**src/rtl/round_input_sync_pkg.sv**
```systemverilog
// rtl/round_input_sync_pkg.sv - animal encodings, scenario bit map and round FSM states
package round_input_sync_pkg;

  typedef enum logic {
    WAIT_CHOOSE = 1'b0,
    LOCKED      = 1'b1
  } round_state_t;

  localparam logic [2:0] ANIMAL_CAT     = 3'b001;
  localparam logic [2:0] ANIMAL_DOG     = 3'b010;
  localparam logic [2:0] ANIMAL_CHICKEN = 3'b100;

  // Scenario names read {p2}{p1}; catCat sits in the MSB.
  localparam int SCEN_CAT_CAT         = 8;
  localparam int SCEN_CAT_DOG         = 7;
  localparam int SCEN_CAT_CHICKEN     = 6;
  localparam int SCEN_DOG_CAT         = 5;
  localparam int SCEN_DOG_DOG         = 4;
  localparam int SCEN_DOG_CHICKEN     = 3;
  localparam int SCEN_CHICKEN_CAT     = 2;
  localparam int SCEN_CHICKEN_DOG     = 1;
  localparam int SCEN_CHICKEN_CHICKEN = 0;

  localparam logic [8:0] SCENARIO_RESET = 9'b1_0000_0000;

  function automatic logic is_animal(input logic [2:0] v);
    return (v == ANIMAL_CAT) || (v == ANIMAL_DOG) || (v == ANIMAL_CHICKEN);
  endfunction

  function automatic logic [8:0] scenario_of(input logic [2:0] p2, input logic [2:0] p1);
    logic [8:0] s;
    s = '0;
    case ({p2, p1})
      {ANIMAL_CAT,     ANIMAL_CAT}:     s[SCEN_CAT_CAT]         = 1'b1;
      {ANIMAL_CAT,     ANIMAL_DOG}:     s[SCEN_CAT_DOG]         = 1'b1;
      {ANIMAL_CAT,     ANIMAL_CHICKEN}: s[SCEN_CAT_CHICKEN]     = 1'b1;
      {ANIMAL_DOG,     ANIMAL_CAT}:     s[SCEN_DOG_CAT]         = 1'b1;
      {ANIMAL_DOG,     ANIMAL_DOG}:     s[SCEN_DOG_DOG]         = 1'b1;
      {ANIMAL_DOG,     ANIMAL_CHICKEN}: s[SCEN_DOG_CHICKEN]     = 1'b1;
      {ANIMAL_CHICKEN, ANIMAL_CAT}:     s[SCEN_CHICKEN_CAT]     = 1'b1;
      {ANIMAL_CHICKEN, ANIMAL_DOG}:     s[SCEN_CHICKEN_DOG]     = 1'b1;
      {ANIMAL_CHICKEN, ANIMAL_CHICKEN}: s[SCEN_CHICKEN_CHICKEN] = 1'b1;
      default:                          s = SCENARIO_RESET;
    endcase
    return s;
  endfunction

endpackage

```
**src/rtl/round_input_sync_key_debounce.sv**
```systemverilog
// rtl/round_input_sync_key_debounce.sv - active-low key: 2-flop sync, mismatch-count debounce, press pulse
module key_debounce #(
  parameter int DB_CYCLES = 500000,
  parameter int DB_W      = 19
) (
  input  logic clk,
  input  logic resetn,
  input  logic raw,
  output logic pulse
);

  logic            sync1;
  logic            sync2;
  logic            stable;
  logic            stable_d;
  logic [DB_W-1:0] cnt;

  always_ff @(posedge clk or negedge resetn) begin
    if (!resetn) begin
      sync1    <= 1'b1;
      sync2    <= 1'b1;
      stable   <= 1'b1;
      stable_d <= 1'b1;
      cnt      <= '0;
      pulse    <= 1'b0;
    end else begin
      sync1    <= raw;
      sync2    <= sync1;
      stable_d <= stable;
      // Falling edge of the debounced level is the press; release is silent.
      pulse    <= stable_d & ~stable;
      if (sync2 == stable) begin
        cnt <= '0;
      end else if (cnt == DB_W'(DB_CYCLES - 1)) begin
        stable <= sync2;
        cnt    <= '0;
      end else begin
        cnt <= cnt + 1'b1;
      end
    end
  end

endmodule

```
**src/rtl/round_input_sync.sv**
```systemverilog
// rtl/round_input_sync.sv - debounced buttons and latched player matchup for one game round
module round_input_sync
  import round_input_sync_pkg::*;
#(
  parameter int DB_CYCLES = 500000,
  parameter int DB_W      = 19
) (
  input  logic       clk,
  input  logic       resetn,
  input  logic [2:0] key_n,
  input  logic [2:0] sw_p1,
  input  logic [2:0] sw_p2,
  output logic       cont_pulse,
  output logic       reset_game_pulse,
  output logic [8:0] scenario,
  output logic       scenario_valid,
  output logic       locked,
  output logic       choice_error
);

  logic         choose_pulse;
  logic [5:0]   sw_meta;
  logic [5:0]   sw_sync;
  logic [2:0]   p1_sync;
  logic [2:0]   p2_sync;
  round_state_t state_q;
  round_state_t state_d;
  logic [8:0]   scenario_d;
  logic         valid_d;
  logic         error_d;

  key_debounce #(.DB_CYCLES(DB_CYCLES), .DB_W(DB_W)) u_cont (
    .clk(clk), .resetn(resetn), .raw(key_n[0]), .pulse(cont_pulse)
  );

  key_debounce #(.DB_CYCLES(DB_CYCLES), .DB_W(DB_W)) u_choose (
    .clk(clk), .resetn(resetn), .raw(key_n[1]), .pulse(choose_pulse)
  );

  key_debounce #(.DB_CYCLES(DB_CYCLES), .DB_W(DB_W)) u_reset_game (
    .clk(clk), .resetn(resetn), .raw(key_n[2]), .pulse(reset_game_pulse)
  );

  always_ff @(posedge clk or negedge resetn) begin
    if (!resetn) begin
      sw_meta <= '0;
      sw_sync <= '0;
    end else begin
      sw_meta <= {sw_p2, sw_p1};
      sw_sync <= sw_meta;
    end
  end

  assign p2_sync = sw_sync[5:3];
  assign p1_sync = sw_sync[2:0];

  // Priority reset_game > continue > choose; a lower pulse in the same cycle is dropped.
  always_comb begin
    state_d    = state_q;
    scenario_d = scenario;
    valid_d    = 1'b0;
    error_d    = choice_error;
    if (reset_game_pulse) begin
      state_d    = WAIT_CHOOSE;
      scenario_d = SCENARIO_RESET;
      error_d    = 1'b0;
    end else if (cont_pulse) begin
      if (state_q == LOCKED) begin
        state_d = WAIT_CHOOSE;
      end
    end else if (choose_pulse && (state_q == WAIT_CHOOSE)) begin
      if (is_animal(p2_sync) && is_animal(p1_sync)) begin
        scenario_d = scenario_of(p2_sync, p1_sync);
        valid_d    = 1'b1;
        error_d    = 1'b0;
        state_d    = LOCKED;
      end else begin
        error_d = 1'b1;
      end
    end
  end

  always_ff @(posedge clk or negedge resetn) begin
    if (!resetn) begin
      state_q        <= WAIT_CHOOSE;
      scenario       <= SCENARIO_RESET;
      scenario_valid <= 1'b0;
      choice_error   <= 1'b0;
    end else begin
      state_q        <= state_d;
      scenario       <= scenario_d;
      scenario_valid <= valid_d;
      choice_error   <= error_d;
    end
  end

  assign locked = (state_q == LOCKED);

endmodule

```
**config.mk**
```make
export PLATFORM = sky130hd
export DESIGN_NAME = round_input_sync
export DESIGN_NICKNAME = d
export VERILOG_FILES = /design/src/rtl/round_input_sync_pkg.sv /design/src/rtl/round_input_sync_key_debounce.sv /design/src/rtl/round_input_sync.sv
export SDC_FILE = /design/constraint.sdc
export NUM_CORES = 1
export LEC_CHECK = 0
export CAP_MARGIN = 20
export CORE_MARGIN = 2
export CORE_UTILIZATION = 49
export CTS_BUF_LIST = sky130_fd_sc_hd__clkbuf_8
export DETAILED_ROUTE_END_ITERATION = 16
export PLACE_DENSITY = 0.68
export RECOVER_POWER = 50
export SLEW_MARGIN = 0
export SYNTH_ARGS = -nofsm -noshare
export SYNTH_HDL_FRONTEND = slang
export SYNTH_SLANG_ARGS = --single-unit
```
**constraint.sdc**
```tcl
create_clock -name clk -period 4.3 [get_ports clk]
set_input_delay 0.645 -clock clk [delete_from_list [all_inputs] [get_ports clk]]
set_output_delay 0.645 -clock clk [all_outputs]
set_load 0.1 [all_outputs]
```
==> results of run 1 <==
==> power by group through the flow <==
| stage | Combinational, mW | Clock (mW) | Sequential (mW) |
|---|---|---|---|
| 4_1_cts | 0.0640 | 0.735 | 0.934 |
| 5_1_grt | 0.0699 | 0.767 | 0.937 |
| 2_1_floorplan | 0.0303 | 0 | 0.948 |
| 6_report | 0.0589 | 0.711 | 0.934 |
| 3_3_place_gp | 0.0626 | 0 | 0.950 |
| 3_5_place_dp | 0.0636 | 0 | 0.951 |
==> layout make-up <==
type	count	area [sq um]
Clock buffer	9	123.9
Multi-Input combinational cell	263	1680
Tap cell	105	131.4
Fill cell	702	3481
Sequential cell	96	2419
Inverter	12	45.04
Timing Repair Buffer	27	252.7
Clock inverter	7	125.1
==> worst paths after layout <==
| check | end | slack [ns] | cells past startpoint |
|---|---|---|---|
| min in group clk | sw_sync[3] | 0.35 | 0 |
| hold reg to reg | sw_sync[3] | 0.35 | 0 |
| setup / recovery | scenario[8] | 1.64 | 1 |
| max in group asynchronous | u_cont.cnt[2] | 1.74 | 2 |
| setup reg to reg | u_cont.cnt[8] | 2.13 | 4 |
| hold / removal | u_reset_game.cnt[6] | 0.34 | 1 |
==> registers in the layout, indices dropped and copies added, names as in the netlist, 6 cells and up <==
name and flops:
u_choose.cnt 19, u_cont.cnt 19, u_reset_game.cnt 19, scenario 9, sw_meta 6, sw_sync 6
==> cells by family after synthesis <==
kind of cell | share of synthesized area
simple gates | 0.2112
flops | 0.5774
fa+ha+maj | 0.008962
compound gates | 0.08722
mux | 0.008064
buf+inv | 0.02150
xor+xnor | 0.08572
==> layout by cell type (no fill, tap or decap), drive strengths merged, types with 2 or more instances in the layout <==
cell	n
nor4	11
xor2	13
or4	11
inv	14
and4	2
clkinv	2
ha	3
and2	3
nand3	19
a32o	8
nor3b	7
nor2	46
nand4	11
dfrtp	83
nor3	6
xnor2	28
dlygate4sd3	9
dfstp	13
o31ai	8
or3	13
nor2b	3
o21ai	12
a22oi	2
clkdlybuf4s50	14
buf	2
clkbuf	11
a21oi	18
nand2	21
nand3b	2
mux2	3
bufinv	3
or4b	4
or2	2
==> stage by stage <==
stage / util / worst slack [ns] / hold slack, ns
2_1_floorplan: - / 2.290 / 0.3312
3_3_place_gp: 0.5492 / 2.030 / 0.3339
3_5_place_dp: 0.5492 / 2.029 / 0.3347
4_1_cts: 0.5794 / 1.609 / 0.3474
5_1_grt: 0.5785 / 1.171 / 0.3547
6_report: 0.5785 / 1.641 / 0.3391
==> layer usage <==
| metal | wire (microns) | up-vias | part of all wire |
|---|---|---|---|
| li1 | - | 1415 | - |
| met1 | 3407 | 1434 | 0.48 |
| met2 | 3415 | 39 | 0.48 |
| met3 | 241 | 10 | 0.034 |
| met4 | 84 | 0 | 0.012 |
| met5 | 0 | - | 0 |
==> results.md, run 1 <==
- Mapped Cells: 381
- TNS Setup: 0 ns
- Ys flop type: dfrtp_1
- Crit Path Max Fanout: 2
- Pins over their slew limit: 38
- Commonest cells post-synth: 83 x dfrtp_1, 46 x nor2_1, 28 x xnor2_1, 21 x nand2_1, 19 x nand3_1
- Met2 Track Usage GR: 0.2714
- Layout cells sized above 1: 0.09662
- Hold-fix buffers, CTS: 0
- Share of power burned in registers: 0.548
- Post-synth EDFFs: 0
- Final period util: 0.6183
- GRT overflow: 0
- Detailed Routing Iterations Pass 1: 4
- Clk slew on worst S/H paths: 0.10 ns
- Post-synthesis cell area: 4189 sq um
- Setup bufs post-CTS: 0
- Yosys warning total: 0
- Gpl congestion: 0.8163
- Root Driver: clkbuf_8
- M1 GR Usage: 0.2314
- Clk sink count: 96
- Leakage: 1.878 nW
- CP max stage cell: clkdlybuf4s50_1
- Avg Cell Area, Syn: 10.99 sq um
- H-tree levels: 3
- Clock buffer depth: 2
- TritonCTS buffer count: 9
- CP startpoint: scenario[8]
- Maximum clock frequency: 376.1 MHz
- Slowest cell delay on critical path: 1.12 ns
- CP required: 3.65 ns
- Critical path type: register to output pin
- Fin cells: 519
- Clock power share: 0.417
- GR met3 Demand/Resource: 0.05353
- Setup-failing EPs final: 0
- Via count: 2,898
- Placed standard-cell area: 4536 sq um
- PortBufs: 24
- Fin area: 4777 sq um
- First-pass GRT wire length: 12.41 mm
- DRC: 0
- CTS tree: done
- Area leader, netlist: dfrtp_1
- CP Cell Sequence: clkdlybuf4s50_1
- Final net count: 423
- IO Pins: 25
- PwrDens: 356.6 nW/um^2
- Sw power: 0.3716 mW
- Worst skew pair latency: 0.36 ns
- RSZ-0062 raised after global routing: false
- Status: complete, but fails checks
- Worst Max-Slew Pin Slew: 1.883 ns
- Std cell rows: 33
- Sequential area share after synthesis: 0.5774
- R2r startpoint: u_cont.cnt[11]
- Die area: 9305 sq um
- Int Pwr: 1.332 mW
- CP delay by family, top: buffers and inverters
- Synth unique cells: 40
- # diodes: 0
- Placed insts: 503
- Via-per-instance ratio: 5.584
- Failing checks: capacitance limit, slew limit
- Initial drt markers: 76
- Core ar.: 8258 sq um
- Bufs and invs on worst path: 1
- Synth async-reset ratio: 1.000
- Routed Antenna Nets: 0
- Die X-Extent: 96.46 microns
- Post-Route WL: 7.148 mm
- Number of global-route vias before repair: 2,719
- Crit path DAT: 2.01 ns
- Slew headroom: -0.2556
- DP Wirelength: 4.818 mm
- Syn nets: 395
- CP Launch Type: register
- Largest net degree at the start of global routing: 61
- GR Util All Layers: 0.1728
- Area added between synthesis and finish: 14.04%
- Largest vdd supply drop: 0.2041 mV
- Grt peak-use layer: met2
- Most common cell in the netlist: dfrtp_1
- Hold Path Class: primary input to asynchronous set/reset pin
- Synth top area share: 0.4958
- DR WL/cell: 13.77 microns
- Fin. Hold Viols: 0
- Post-synthesis register bit count: 96
- Die height: 96.46 microns
- Combinational share of power: 0.035
- Initial antenna violation count: 0
- Initial core utilization: 0.5073
- Max Cap Viol: 1
- PnR Total Power: 1.704 mW
- CP Capture Type: output pin
- Largest cells by area after synthesis: dfrtp_1 50%, dfstp_2 8.2%, xnor2_1 5.9%, nor2_1 4.1%, xor2_1 2.7%
- Post-layout minimum cycle time: 2.659 ns
- Cells resized by post-CTS repair: 0
- Net Sw Frac: 0.2181
- Fin Clk Skew: 0.009651 ns
Note: power is estimated with default switching activity, not from simulation.
==> inputs of run 2 (changes only) <==
--- a/config.mk
+++ b/config.mk
@@ -10,7 +10,7 @@
 export CORE_UTILIZATION = 49
 export CTS_BUF_LIST = sky130_fd_sc_hd__clkbuf_8
 export DETAILED_ROUTE_END_ITERATION = 16
-export PLACE_DENSITY = 0.68
+export PLACE_DENSITY = 0.7
 export RECOVER_POWER = 50
 export SLEW_MARGIN = 0
 export SYNTH_ARGS = -nofsm -noshare
==> constraint.sdc (replaced) <==
create_clock -name clk -period 2.4 [get_ports clk]
set_input_delay 0.36 -clock clk [delete_from_list [all_inputs] [get_ports clk]]
set_output_delay 0.36 -clock clk [all_outputs]
set_load 0.1 [all_outputs]
==> run 2 against run 1 <==
Compared with the run above: the run now ends clean; register-to-register slack worse by 1.9 ns; sequential share of layout area up 0.50 points; first-iteration DRC count rose by 39%; non-clock buffer count is 3 higher; critical path depth up 3; setup slack worse by 1.4 ns; combinational power rose by 87%; clock skew grew 0.0039 ns; wire length fell by 1.3%; core utilization down 0.56 points; total power is 64% higher; largest power group unchanged; highest routed layer unchanged.
==> results.md, run 2 (synthesized netlist as in run 1, its figures left out) <==
- IO Pins: 25
- TNS Setup: 0 ns
- Root Driver: clkbuf_8
- CP required: 2.63 ns
- Setup-failing EPs final: 0
- Largest net degree at the start of global routing: 51
- CP Capture Type: register
- Initial drt markers: 106
- PnR Total Power: 2.802 mW
- Slowest cell delay on critical path: 0.56 ns
- Share of power burned in registers: 0.597
- Via count: 2,869
- Clock power share: 0.364
- CP Launch Type: register
- Via-per-instance ratio: 5.496
- CTS tree: done
- Worst Max-Slew Pin Slew: 1.147 ns
- Detailed Routing Iterations Pass 1: 4
- Crit path DAT: 2.41 ns
- Clock buffer depth: 2
- Hold Path Class: register to register
- Fin. Hold Viols: 0
- Routed Antenna Nets: 0
- Clk sink count: 96
- Hold depth: 0
- DR WL/cell: 13.52 microns
- First-pass GRT wire length: 11.77 mm
- Final period util: 0.9082
- Sw power: 0.7077 mW
- Final net count: 426
- DRC: 0
- TritonCTS buffer count: 9
- Crit path capture: u_cont.cnt[9]
- R2R depth: 4
- PortBufs: 24
- R2R setup slack: 0.22 ns
- Number of global-route vias before repair: 2,633
- Critical path type: register to register
- Area added between synthesis and finish: 12.93%
- CP startpoint: u_cont.cnt[11]
- Max Cap Viol: 0
- Pins over their slew limit: 0
- Fin Clk Skew: 0.01360 ns
- Initial core utilization: 0.5073
- Die height: 96.46 microns
- CP Cell Sequence: or4b_1 -> or4_4 -> o21ai_4 -> nor2_1
- Slew headroom: 0.2351
- Initial antenna violation count: 0
- H-tree levels: 3
- Most common cell after layout, fill and taps aside: dfrtp_1
- Core ar.: 8258 sq um
- Gpl congestion: 0.8434
- Maximum clock frequency: 458.8 MHz
- Crit Path Max Fanout: 18
- Commonest cells after routing, fill and taps aside: 83 x dfrtp_1, 46 x nor2_1, 28 x xnor2_1
- Layout cells sized above 1: 0.1367
- Die X-Extent: 96.46 microns
- Std cell rows: 33
- R2r startpoint: u_cont.cnt[11]
- Cells resized by post-CTS repair: 0
- # diodes: 0
- Largest regs: u_choose.cnt: 19 flops, u_cont.cnt: 19 flops, u_reset_game.cnt: 19 flops
- PwrDens: 592.3 nW/um^2
- Worst skew pair latency: 0.36 ns
- Leakage: 1.899 nW
- Status: completed
- DP Wirelength: 4.861 mm
- Int Pwr: 2.094 mW
- GR Util All Layers: 0.1630
- R2R Path End: u_cont.cnt[9]
- Largest vdd supply drop: 0.2443 mV
- Post-layout minimum cycle time: 2.180 ns
- GRT overflow: 0
- Net Sw Frac: 0.2526
- CP max stage cell: or4b_1
- Combinational share of power: 0.039
- RSZ-0062 raised after global routing: false
- Post-Route WL: 7.058 mm
- Clk slew on worst S/H paths: 0.10 ns
- Die area: 9305 sq um
## run 2: cell types whose count changed in the layout (fill, tap and decap cells not counted), sizes merged
cell           before  now
clkdlybuf4s50      14    0
clkinv              2    1
clkinvlp            0    2
buf                 2   19
inv                14   16
clkbuf             11   10
bufinv              3    0
dlygate4sd3         9   10
## run 2: power groups by stage
stage / registers, mW / clock network, mW / logic [mW]
floorplan: 1.70 / 0 / 0.0543
global placement: 1.70 / 0 / 0.113
detailed placement: 1.70 / 0 / 0.116
CTS: 1.67 / 1.06 / 0.117
global route: 1.68 / 1.12 / 0.129
finish: 1.67 / 1.02 / 0.110
## run 2: worst min path at each step
stage               startpoint           end  slack, ns
global placement    sw_meta[1]    sw_sync[1]       0.33
finish              sw_meta[5]    sw_sync[5]       0.35
floorplan               resetn  choice_error       0.06
CTS                 sw_meta[5]    sw_sync[5]       0.35
detailed placement  sw_meta[4]    sw_sync[4]       0.33
global route        sw_meta[5]    sw_sync[5]       0.36
## run 2: timing repair
item / 4_1_cts / 5_1_grt
hold buffers: 1 / 0
buffers inserted: 0 / 0
endpoints found under the hold margin: 5 / 0
## run 2: critical path, delay by kind of cell, from the launching register on
family	cells	cell delay, ns
AND/OR/NAND/NOR	3	1.22
flip-flops	1	0.44
AO/OA/AOI/OAI	1	0.41
## run 2: layer usage
layer | routed length [microns] | vias up | track usage
met3 | 216 | 10 | 0.02870
li1 | - | 1423 | -
met1 | 3375 | 1384 | 0.2206
met2 | 3338 | 52 | 0.2587
met4 | 127 | 0 | 0.07277
met5 | 0 | - | 0
## run 2: layout make-up
type,instances,area [sq um]
Inverter,12,45.04
Clock buffer,9,123.9
Timing Repair Buffer,30,260.3
Fill cell,708,3527
Tap cell,105,131.4
Multi-Input combinational cell,263,1680
Sequential cell,96,2419
Clock inverter,7,71.32
## run 2: stage by stage
stage / instance area [sq um] / cells / setup WS (ns) / hold WS, ns / utilization
final: 4731 / 522 / 0.2204 / 0.3545 / 0.5729
after floorplan: 4189 / 381 / 0.3896 / 0.06441 / -
after detailed placement: 4528 / 505 / 0.2118 / 0.3347 / 0.5483
after CTS: 4733 / 522 / 0.1989 / 0.3543 / 0.5732
after global routing: 4731 / 522 / 0.1239 / 0.3646 / 0.5729
after global placement: 4528 / 505 / 0.2876 / 0.3334 / 0.5483
==> inputs of run 3 (changes only) <==
--- a/config.mk
+++ b/config.mk
@@ -5,7 +5,7 @@
 export SDC_FILE = /design/constraint.sdc
 export NUM_CORES = 1
 export LEC_CHECK = 0
-export CAP_MARGIN = 20
+export CAP_MARGIN = 10
 export CORE_MARGIN = 2
 export CORE_UTILIZATION = 49
 export CTS_BUF_LIST = sky130_fd_sc_hd__clkbuf_8
==> results of run 3 <==
No change in the layout: final DEF, timing and power equal those of run 2.
